===== src/rtl/red_seq.sv =====
// red_seq: multi-cycle byte-reduction (RED) sequencer built around a shared
// 4-bit carry-lookahead adder slice.
//   sum = sign_extend8(((a[7:0]+b[7:0]) + (a[15:8]+b[15:8])) mod 256)
// Build option: RED_DUAL_SLICE_EN adds a second slice so the low and high
// byte adds run side by side (4 steps instead of 6). Results are identical.
//
//   state  | meaning
//   -------+--------------------------------------------------------------
//   IDLE   | waiting for start; ready=1
//   STEP   | one nibble add per slice per cycle, step counter selects op
//   DONE   | done pulse, sum valid; ready=1, a new start goes straight to STEP

module red_seq (
    input  logic        clk,
    input  logic        rst,
    input  logic        start,
    input  logic        abort,
    input  logic [15:0] a,
    input  logic [15:0] b,
    output logic        ready,
    output logic        busy,
    output logic        done,
    output logic [15:0] sum
);

    typedef enum logic [1:0] {
        S_IDLE = 2'd0,
        S_STEP = 2'd1,
        S_DONE = 2'd2
    } state_t;

`ifdef RED_DUAL_SLICE_EN
    localparam logic [2:0] LAST_STEP = 3'd3;
`else
    localparam logic [2:0] LAST_STEP = 3'd5;
`endif

    state_t      state;
    logic [2:0]  step;
    logic [15:0] a_q;
    logic [15:0] b_q;
    logic [7:0]  lo;
    logic [7:0]  hi;
    logic [7:0]  r;
    logic        c;

    // 4-bit carry-lookahead add: returns {carry_out, sum[3:0]}
    function automatic logic [4:0] cla4(input logic [3:0] x, input logic [3:0] y,
                                        input logic cin);
        logic [3:0] g;
        logic [3:0] p;
        logic [4:0] cc;
        g     = x & y;
        p     = x ^ y;
        cc[0] = cin;
        cc[1] = g[0] | (p[0] & cin);
        cc[2] = g[1] | (p[1] & g[0]) | (p[1] & p[0] & cin);
        cc[3] = g[2] | (p[2] & g[1]) | (p[2] & p[1] & g[0]) | (p[2] & p[1] & p[0] & cin);
        cc[4] = g[3] | (p[3] & g[2]) | (p[3] & p[2] & g[1]) | (p[3] & p[2] & p[1] & g[0])
              | (p[3] & p[2] & p[1] & p[0] & cin);
        return {cc[4], p ^ cc[3:0]};
    endfunction

    logic [3:0] x0;
    logic [3:0] y0;
    logic       ci0;
    logic [4:0] res0;

`ifdef RED_DUAL_SLICE_EN
    logic       c_hi;
    logic [3:0] x1;
    logic [3:0] y1;
    logic       ci1;
    logic [4:0] res1;

    // Operand select for both slices: slice 0 walks the low byte then the
    // final reduction, slice 1 handles the high byte in steps 0 and 1.
    always_comb begin
        x0  = 4'd0;
        y0  = 4'd0;
        ci0 = 1'b0;
        x1  = 4'd0;
        y1  = 4'd0;
        ci1 = 1'b0;
        case (step)
            3'd0: begin
                x0 = a_q[3:0];   y0 = b_q[3:0];
                x1 = a_q[11:8];  y1 = b_q[11:8];
            end
            3'd1: begin
                x0 = a_q[7:4];   y0 = b_q[7:4];   ci0 = c;
                x1 = a_q[15:12]; y1 = b_q[15:12]; ci1 = c_hi;
            end
            3'd2: begin
                x0 = lo[3:0];    y0 = hi[3:0];
            end
            3'd3: begin
                x0 = lo[7:4];    y0 = hi[7:4];    ci0 = c;
            end
            default: ;
        endcase
        res0 = cla4(x0, y0, ci0);
        res1 = cla4(x1, y1, ci1);
    end
`else
    // Operand select for the single shared slice, one nibble add per step.
    always_comb begin
        x0  = 4'd0;
        y0  = 4'd0;
        ci0 = 1'b0;
        case (step)
            3'd0: begin x0 = a_q[3:0];   y0 = b_q[3:0];              end
            3'd1: begin x0 = a_q[7:4];   y0 = b_q[7:4];   ci0 = c;   end
            3'd2: begin x0 = a_q[11:8];  y0 = b_q[11:8];             end
            3'd3: begin x0 = a_q[15:12]; y0 = b_q[15:12]; ci0 = c;   end
            3'd4: begin x0 = lo[3:0];    y0 = hi[3:0];               end
            3'd5: begin x0 = lo[7:4];    y0 = hi[7:4];    ci0 = c;   end
            default: ;
        endcase
        res0 = cla4(x0, y0, ci0);
    end
`endif

    assign ready = (state != S_STEP);
    assign busy  = (state == S_STEP);

    // Sequencer FSM plus datapath registers; done is a registered pulse.
    always_ff @(posedge clk) begin
        if (rst) begin
            state <= S_IDLE;
            step  <= 3'd0;
            a_q   <= 16'd0;
            b_q   <= 16'd0;
            lo    <= 8'd0;
            hi    <= 8'd0;
            r     <= 8'd0;
            c     <= 1'b0;
`ifdef RED_DUAL_SLICE_EN
            c_hi  <= 1'b0;
`endif
            sum   <= 16'd0;
            done  <= 1'b0;
        end else begin
            done <= 1'b0;
            case (state)
                S_IDLE, S_DONE: begin
                    if (start) begin
                        a_q   <= a;
                        b_q   <= b;
                        step  <= 3'd0;
                        state <= S_STEP;
                    end else begin
                        state <= S_IDLE;
                    end
                end
                S_STEP: begin
                    if (abort) begin
                        step  <= 3'd0;
                        state <= S_IDLE;
                    end else begin
`ifdef RED_DUAL_SLICE_EN
                        case (step)
                            3'd0: begin
                                lo[3:0] <= res0[3:0]; c    <= res0[4];
                                hi[3:0] <= res1[3:0]; c_hi <= res1[4];
                            end
                            3'd1: begin
                                lo[7:4] <= res0[3:0];
                                hi[7:4] <= res1[3:0];
                            end
                            3'd2: begin
                                r[3:0] <= res0[3:0]; c <= res0[4];
                            end
                            3'd3: begin
                                r[7:4] <= res0[3:0];
                                sum    <= {{8{res0[3]}}, res0[3:0], r[3:0]};
                            end
                            default: ;
                        endcase
`else
                        case (step)
                            3'd0: begin lo[3:0] <= res0[3:0]; c <= res0[4]; end
                            3'd1: lo[7:4] <= res0[3:0];
                            3'd2: begin hi[3:0] <= res0[3:0]; c <= res0[4]; end
                            3'd3: hi[7:4] <= res0[3:0];
                            3'd4: begin r[3:0] <= res0[3:0]; c <= res0[4]; end
                            3'd5: begin
                                r[7:4] <= res0[3:0];
                                sum    <= {{8{res0[3]}}, res0[3:0], r[3:0]};
                            end
                            default: ;
                        endcase
`endif
                        if (step == LAST_STEP) begin
                            step  <= 3'd0;
                            done  <= 1'b1;
                            state <= S_DONE;
                        end else begin
                            step <= step + 3'd1;
                        end
                    end
                end
                default: begin
                    step  <= 3'd0;
                    state <= S_IDLE;
                end
            endcase
        end
    end

endmodule


===== config.mk =====
export PLATFORM = sky130hd
export DESIGN_NAME = red_seq
export DESIGN_NICKNAME = d
export VERILOG_FILES = /design/src/rtl/red_seq.sv
export SDC_FILE = /design/constraint.sdc
export NUM_CORES = 1
export LEC_CHECK = 0
export BUFFER_PORTS_ARGS = -buffer_cell sky130_fd_sc_hd__buf_2
export CAP_MARGIN = 10
export CORE_MARGIN = 10
export CORE_UTILIZATION = 40
export DETAILED_ROUTE_END_ITERATION = 16
export HOLD_SLACK_MARGIN = 0.15
export PLACE_DENSITY = 0.7
export SYNTH_ARGS = -nofsm -noshare
export SYNTH_HDL_FRONTEND = slang
export SYNTH_SLANG_ARGS = --single-unit

===== constraint.sdc =====
create_clock -name clk -period 2.7 [get_ports clk]
set_input_delay 0.405 -clock clk [delete_from_list [all_inputs] [get_ports clk]]
set_output_delay 0.405 -clock clk [all_outputs]
set_load 0.05 [all_outputs]

## After elaboration in Yosys (flattened, before gate mapping)

Index checks and enable logic that the tools add are counted.

- Add/subtract/negate cells: 1
- Equal/unequal tests: 10
- Multiplexer cells: 12
- Bitwise logic cells: 31
- Reduce and logical (&&, ||, !) cells: 14

Operators with widths:

| operator | number |
|---|---|
| 4-bit case mux with 6 select lines | 2 |
| 3-bit AND reduction | 7 |
| 1-bit AND | 16 |
| 1-bit OR | 10 |
| 3-bit 2-to-1 mux | 3 |
| 3-bit OR reduction | 3 |
| 4-bit bitwise XOR | 2 |
| 3-bit by 2-bit equality test with 1-bit output, second input constant | 2 |
| 3-bit equality test, second input constant | 2 |
| 3-bit case mux with 2 select lines | 1 |
| 4-bit AND | 1 |
| 2-bit 2-to-1 mux | 2 |
| 2-bit case mux with 2 select lines | 1 |
| 3-bit by 1-bit adder with 3-bit output, second input constant | 1 |
| 3-bit by 1-bit equality test with 1-bit output, second input constant | 1 |
| 3-bit zero test | 1 |
| 1-bit 2-to-1 mux | 3 |
| 3-bit by 2-bit != test with 1-bit output, second input constant | 1 |
| 2-bit by 1-bit equality test with 1-bit output, second input constant | 1 |
| 2-bit equality test, second input constant | 1 |
| 2-bit zero test | 1 |
| 2-bit by 1-bit != test with 1-bit output, second input constant | 1 |
| 2-bit != test, second input constant | 1 |
| 1-bit inverter | 2 |
| 2 further kinds | 2 |

- Register bits after elaboration: 67
- Input bits: 36
- Word-level logic and storage cells: 80

## Depth between registers and ports, before layout

- Depth after elaboration: 8
- Depth in mapped cells: 14

## Worst setup path after synthesis

Ideal clock, no wire load.

- Path kind: reg-to-reg
- Start: reg step[1]
- End: reg hi[3]
- Library setup time: 106 ps
- Arrival: 2893 ps
- Required time: 2594 ps
- Setup slack: -299 ps
- Cell stages (with the launch flop): 15
- Cells stage by stage: dfxtp_1 buf_1 clkbuf_1 and2_1 ha_1 buf_2 nand2_1 o311ai_0 a31oi_1 o22ai_1 ha_1 a21oi_1 o31ai_4 and2_1 o311ai_0

- Longest elaborated chain between the ends: 8
- Elaborated cells between the ends (all ways): 22
- Classes of those cells: eq/ne (5); mux (3); bitwise (11); reduce/logical (3)

RTL lines:

| what | line | RTL |
|---|---|---|
| start, declared | 39 | `logic [2:0] step;` |
| start signal, assigned | 199 | `step <= step + 3'd1;` |
| 3-bit equality test, or another cell as far along | 111 | `case (step)` |
| 4-bit case mux with 6 select lines | 111 |  |
| 4-bit bitwise XOR or 4-bit AND (tied branches) | 54, 53 |  |
| 1-bit AND | 58 | `cc[3] = g[2] \| (p[2] & g[1]) \| (p[2] & p[1] & g[0]) \| (p[2] & p[1] & p[0] & cin);` |
| 1-bit OR or 1-bit AND (tied branches) (2 in a row) | 58 |  |
| 1-bit OR | 58 |  |
| 4-bit bitwise XOR | 61 | `return {cc[4], p ^ cc[3:0]};` |
| end signal, assigned | 184 | `3'd2: begin hi[3:0] <= res0[3:0]; c <= res0[4]; end` |
| end, declared | 43 | `logic [7:0] hi;` |

Several ways; a longest one is shown, not always the timed one.
A chain may end at the register's enable or synchronous reset.

## Worst setup path in the final report

- Start: reg step[1]
- End: reg hi[7]

The elaborated chain is that of the path after synthesis.

==> run summary <==
SYNTHESIS
------------------------------------------------------------------------------------------------------
Post-Synthesis Mean Instance Area .......................................................     8.21 µm²
Synthesized instance count ..............................................................          388
Number of distinct library cells after synthesis ........................................           47
Post-synth top area share ...............................................................        0.421
EDFF count, synth .......................................................................            0
Syn nets ................................................................................          431
Top flip-flop cell by instance count after synthesis .................................... sky130_fd_sc_hd__dfxtp_1
Synth area leaders ...................................................................... sky130_fd_sc_hd__dfxtp_1 (42%), sky130_fd_sc_hd__nand2_1 (11%), sky130_fd_sc_hd__a21oi_1 (9.0%), sky130_fd_sc_hd__mux2i_1 (2.5%), sky130_fd_sc_hd__a211oi_1 (2.4%)
Fraction of the yosys area taken by sequential cells ....................................        0.421
Cell taking the most area after synthesis ............................................... sky130_fd_sc_hd__dfxtp_1
Fraction of registers with async set/reset ..............................................            0
Warnings, synthesis .....................................................................            0
Flops & latches, synth ..................................................................           67
Combined area of all synthesized cells ..................................................     3180 µm²

WORST SETUP PATH
------------------------------------------------------------------------------------------------------
Slack of the worst reg-to-reg path ......................................................      0.16 ns
Depth of the worst register-to-register path ............................................            8
Crit path launch ........................................................................ step[1]$_SDFFE_PP0P_
Kind of end point of the critical path ..................................................         flop
Largest fanout on the critical path .....................................................           10
Endpoint of the worst register-to-register path ......................................... hi[7]$_SDFFE_PP0P_
End of the critical path ................................................................ hi[7]$_SDFFE_PP0P_
Kind of start point of the critical path ................................................         flop
Worst Path Arrival ......................................................................      2.79 ns
CP Class ................................................................................ flop to flop
Critical R2R Launch ..................................................................... step[1]$_SDFFE_PP0P_
Worst endpoint required time ............................................................      2.94 ns

STA
------------------------------------------------------------------------------------------------------
Hold_ws .................................................................................     0.293 ns
Pins over their slew limit ..............................................................            0
Aggregate negative setup slack ..........................................................         0 ns
Endpoints failing setup .................................................................            0
Fmax ....................................................................................    0.393 GHz
Final Hold Fails ........................................................................            0
Slack of the critical path ..............................................................     0.158 ns
Share of the cycle needed by the critical path after routing ............................        0.942
Post-Route Skew .........................................................................    0.0101 ns
Minimum clock period after layout .......................................................      2.54 ns
Rel. slew slack .........................................................................        0.382
Worst-margin pin slew ...................................................................     0.914 ns

HOLD PATH
------------------------------------------------------------------------------------------------------
Tightest Hold Check Type ................................................................ primary input to flop

JOB
------------------------------------------------------------------------------------------------------
Maxcap violations .......................................................................            0

ROUTE
------------------------------------------------------------------------------------------------------
Drt first pass iters ....................................................................            4
Total number of vias ....................................................................         2897
DR WL/cell ..............................................................................      15.6 µm
Post-route ant nets .....................................................................            0
Wire length reported by the detailed router .............................................      8500 µm
Vias per std cell .......................................................................         5.33
Number of violations reported at the end of detailed-routing iteration 0 ................          215
# DRC ...................................................................................            0

CLOCK TREE
------------------------------------------------------------------------------------------------------
CTS sink cnt ............................................................................           67
Largest buffer count on any clock path ..................................................            2
Insertion delay of the later-clocked pin in the worst-skew pair .........................      0.35 ns
Number of CTS-inserted buffers ..........................................................            9
Clock transition at the register clock pins on the worst setup and hold paths after CTS .      0.07 ns
# H-tree levels .........................................................................            3
Root buffer selected by CTS ............................................................. sky130_fd_sc_hd__clkbuf_8
TritonCTS clock tree ....................................................................        built

FINAL LAYOUT
------------------------------------------------------------------------------------------------------
Most common cell after layout, fill and taps aside ...................................... sky130_fd_sc_hd__nand2_1
Ant diodes ..............................................................................            0
Net count of the finished layout ........................................................          480
Commonest non-fill, non-tap cells in the layout ......................................... sky130_fd_sc_hd__nand2_1 (93), sky130_fd_sc_hd__dfxtp_1 (66), sky130_fd_sc_hd__a21oi_1 (56)
Fraction of final layout cells with drive strength greater than 1 .......................        0.249
Area Growth Syn to Fin ..................................................................        20.6%
Final standard cell utilization of the core .............................................        0.497
Final instance area .....................................................................     3840 µm²

PLACE
------------------------------------------------------------------------------------------------------
Routability cong. .......................................................................        0.957
Half-perimeter wire length after detailed placement .....................................      6170 µm
Setup Slack @ Placement .................................................................    0.0479 ns
Area after DPL ..........................................................................     3580 µm²
Number of I/O port buffers ..............................................................           54

FLOORPLANNING
------------------------------------------------------------------------------------------------------
Core outline area .......................................................................     7730 µm²
Vertical die dimension ..................................................................       109 µm
Ports placed on the boundary ............................................................           55
Die outline area ........................................................................    11900 µm²
Cell Rows ...............................................................................           32
Effective utilization at floorplan ......................................................        0.412
Die boundary width ......................................................................       109 µm

GLOBAL ROUTE
------------------------------------------------------------------------------------------------------
Number of antenna violations at the first check in global routing .......................            0
Wire length of the first global-routing pass ............................................     13800 µm
Largest net degree at the start of global routing .......................................           43
Vias in the first global route ..........................................................         2850
Remaining Overflow, GRT .................................................................            0
Total routing usage reported by global routing ..........................................        0.144

POWER
------------------------------------------------------------------------------------------------------
Power density over the cells ............................................................   570 nW/µm²
Peak ir drop on the vdd network .........................................................     0.305 mV
Leakage dissipation .....................................................................      1.51 nW

OUTCOME
------------------------------------------------------------------------------------------------------
Outcome .................................................................................    completed

==> registers in the layout (all words and copies together) (netlist names), 2 cells and up <==
register,count
sum,8
b_q,16
step,3
hi,8
a_q,16
lo,8
r,4
state,2
==> metal layers <==
metal	track usage	routed length [µm]	share of wire	vias to the layer above
li1	-	-	-	1459
met1	0.167	3600	0.42	1344
met2	0.247	4270	0.50	76
met3	0.0324	412	0.048	18
met4	0.0660	216	0.025	0
met5	0	0	0	-
==> how the worst min path moves through the flow <==
stage                        startpoint                   to  slack [ns]  depth (start not counted)
finish                             a[5]  a_q[5]$_SDFFE_PP0P_        0.29                          3
global route                       b[1]  b_q[1]$_SDFFE_PP0P_        0.30                          3
detailed placement  sum[4]$_SDFFE_PP0P_  sum[4]$_SDFFE_PP0P_        0.44                          2
CTS                                b[8]  b_q[8]$_SDFFE_PP0P_        0.28                          3
global placement     hi[0]$_SDFFE_PP0P_   hi[0]$_SDFFE_PP0P_        0.44                          2
floorplan             r[3]$_SDFFE_PP0P_  sum[3]$_SDFFE_PP0P_        0.43                          2
==> Yosys cell counts (6+ instances only) <==
cell type	instances
sky130_fd_sc_hd__dfxtp_1	67
sky130_fd_sc_hd__mux2i_1	8
sky130_fd_sc_hd__o31ai_1	7
sky130_fd_sc_hd__nor2_1	15
sky130_fd_sc_hd__a21oi_1	57
sky130_fd_sc_hd__nand2_1	94
sky130_fd_sc_hd__buf_4	9
sky130_fd_sc_hd__clkbuf_1	18
sky130_fd_sc_hd__a211oi_1	10
sky130_fd_sc_hd__o311ai_0	6
sky130_fd_sc_hd__o22ai_1	7
sky130_fd_sc_hd__nand3b_1	8
sky130_fd_sc_hd__nand4_1	6
sky130_fd_sc_hd__nor2b_1	6
sky130_fd_sc_hd__buf_2	6
sky130_fd_sc_hd__ha_1	6
==> worst max-delay path, cell delays in order, from the launching register on <==
cell and delay, ns:
sky130_fd_sc_hd__dfxtp_2 0.37, sky130_fd_sc_hd__and2_1 0.17, sky130_fd_sc_hd__ha_2 0.24, sky130_fd_sc_hd__a22o_1 0.28
sky130_fd_sc_hd__a211oi_2 0.20, sky130_fd_sc_hd__o22ai_1 0.11, sky130_fd_sc_hd__ha_1 0.34, sky130_fd_sc_hd__or3b_4 0.44
sky130_fd_sc_hd__o311ai_1 0.28
==> cell families (layout without fill, tap and decap cells) <==
logic type,Yosys count,in the layout,synth area share
AOI/OAI and AO/OA,101,101,0.198
xor gates and xnor gates,2,2,0.00550
adders and majority gates,7,7,0.0299
buffers and inverters,39,93,0.0589
DFF,67,67,0.421
muxes,12,12,0.0499
and+or+nand+nor,160,160,0.236
==> timing repair <==
item                       CTS  global route
resized for setup            0            10
hold buffers                 0             0
setup endpoints to repair    0            10
buffers inserted             0             2
==> per-stage QoR <==
step           total power [W]  instances
2_1_floorplan          0.00123        388
3_3_place_gp           0.00131        526
3_5_place_dp           0.00132        526
4_1_cts                0.00219        542
5_1_grt                0.00227        544
6_report               0.00219        544
==> power by group <==
group          switching [W]  total, W  internal [W]
registers          0.0000224   0.00104       0.00102
clock network       0.000380  0.000879      0.000499
logic               0.000158  0.000267      0.000109
==> cell type report <==
type	instances	area (µm²)
clock buffer	12	165
clock inverter	4	47.5
fill	758	3890
inverter	4	15.0
multi-input combinational	282	1720
sequential	67	1340
tap	102	128
timing repair buffer	73	425
Note: power is estimated with default switching activity, not from simulation.
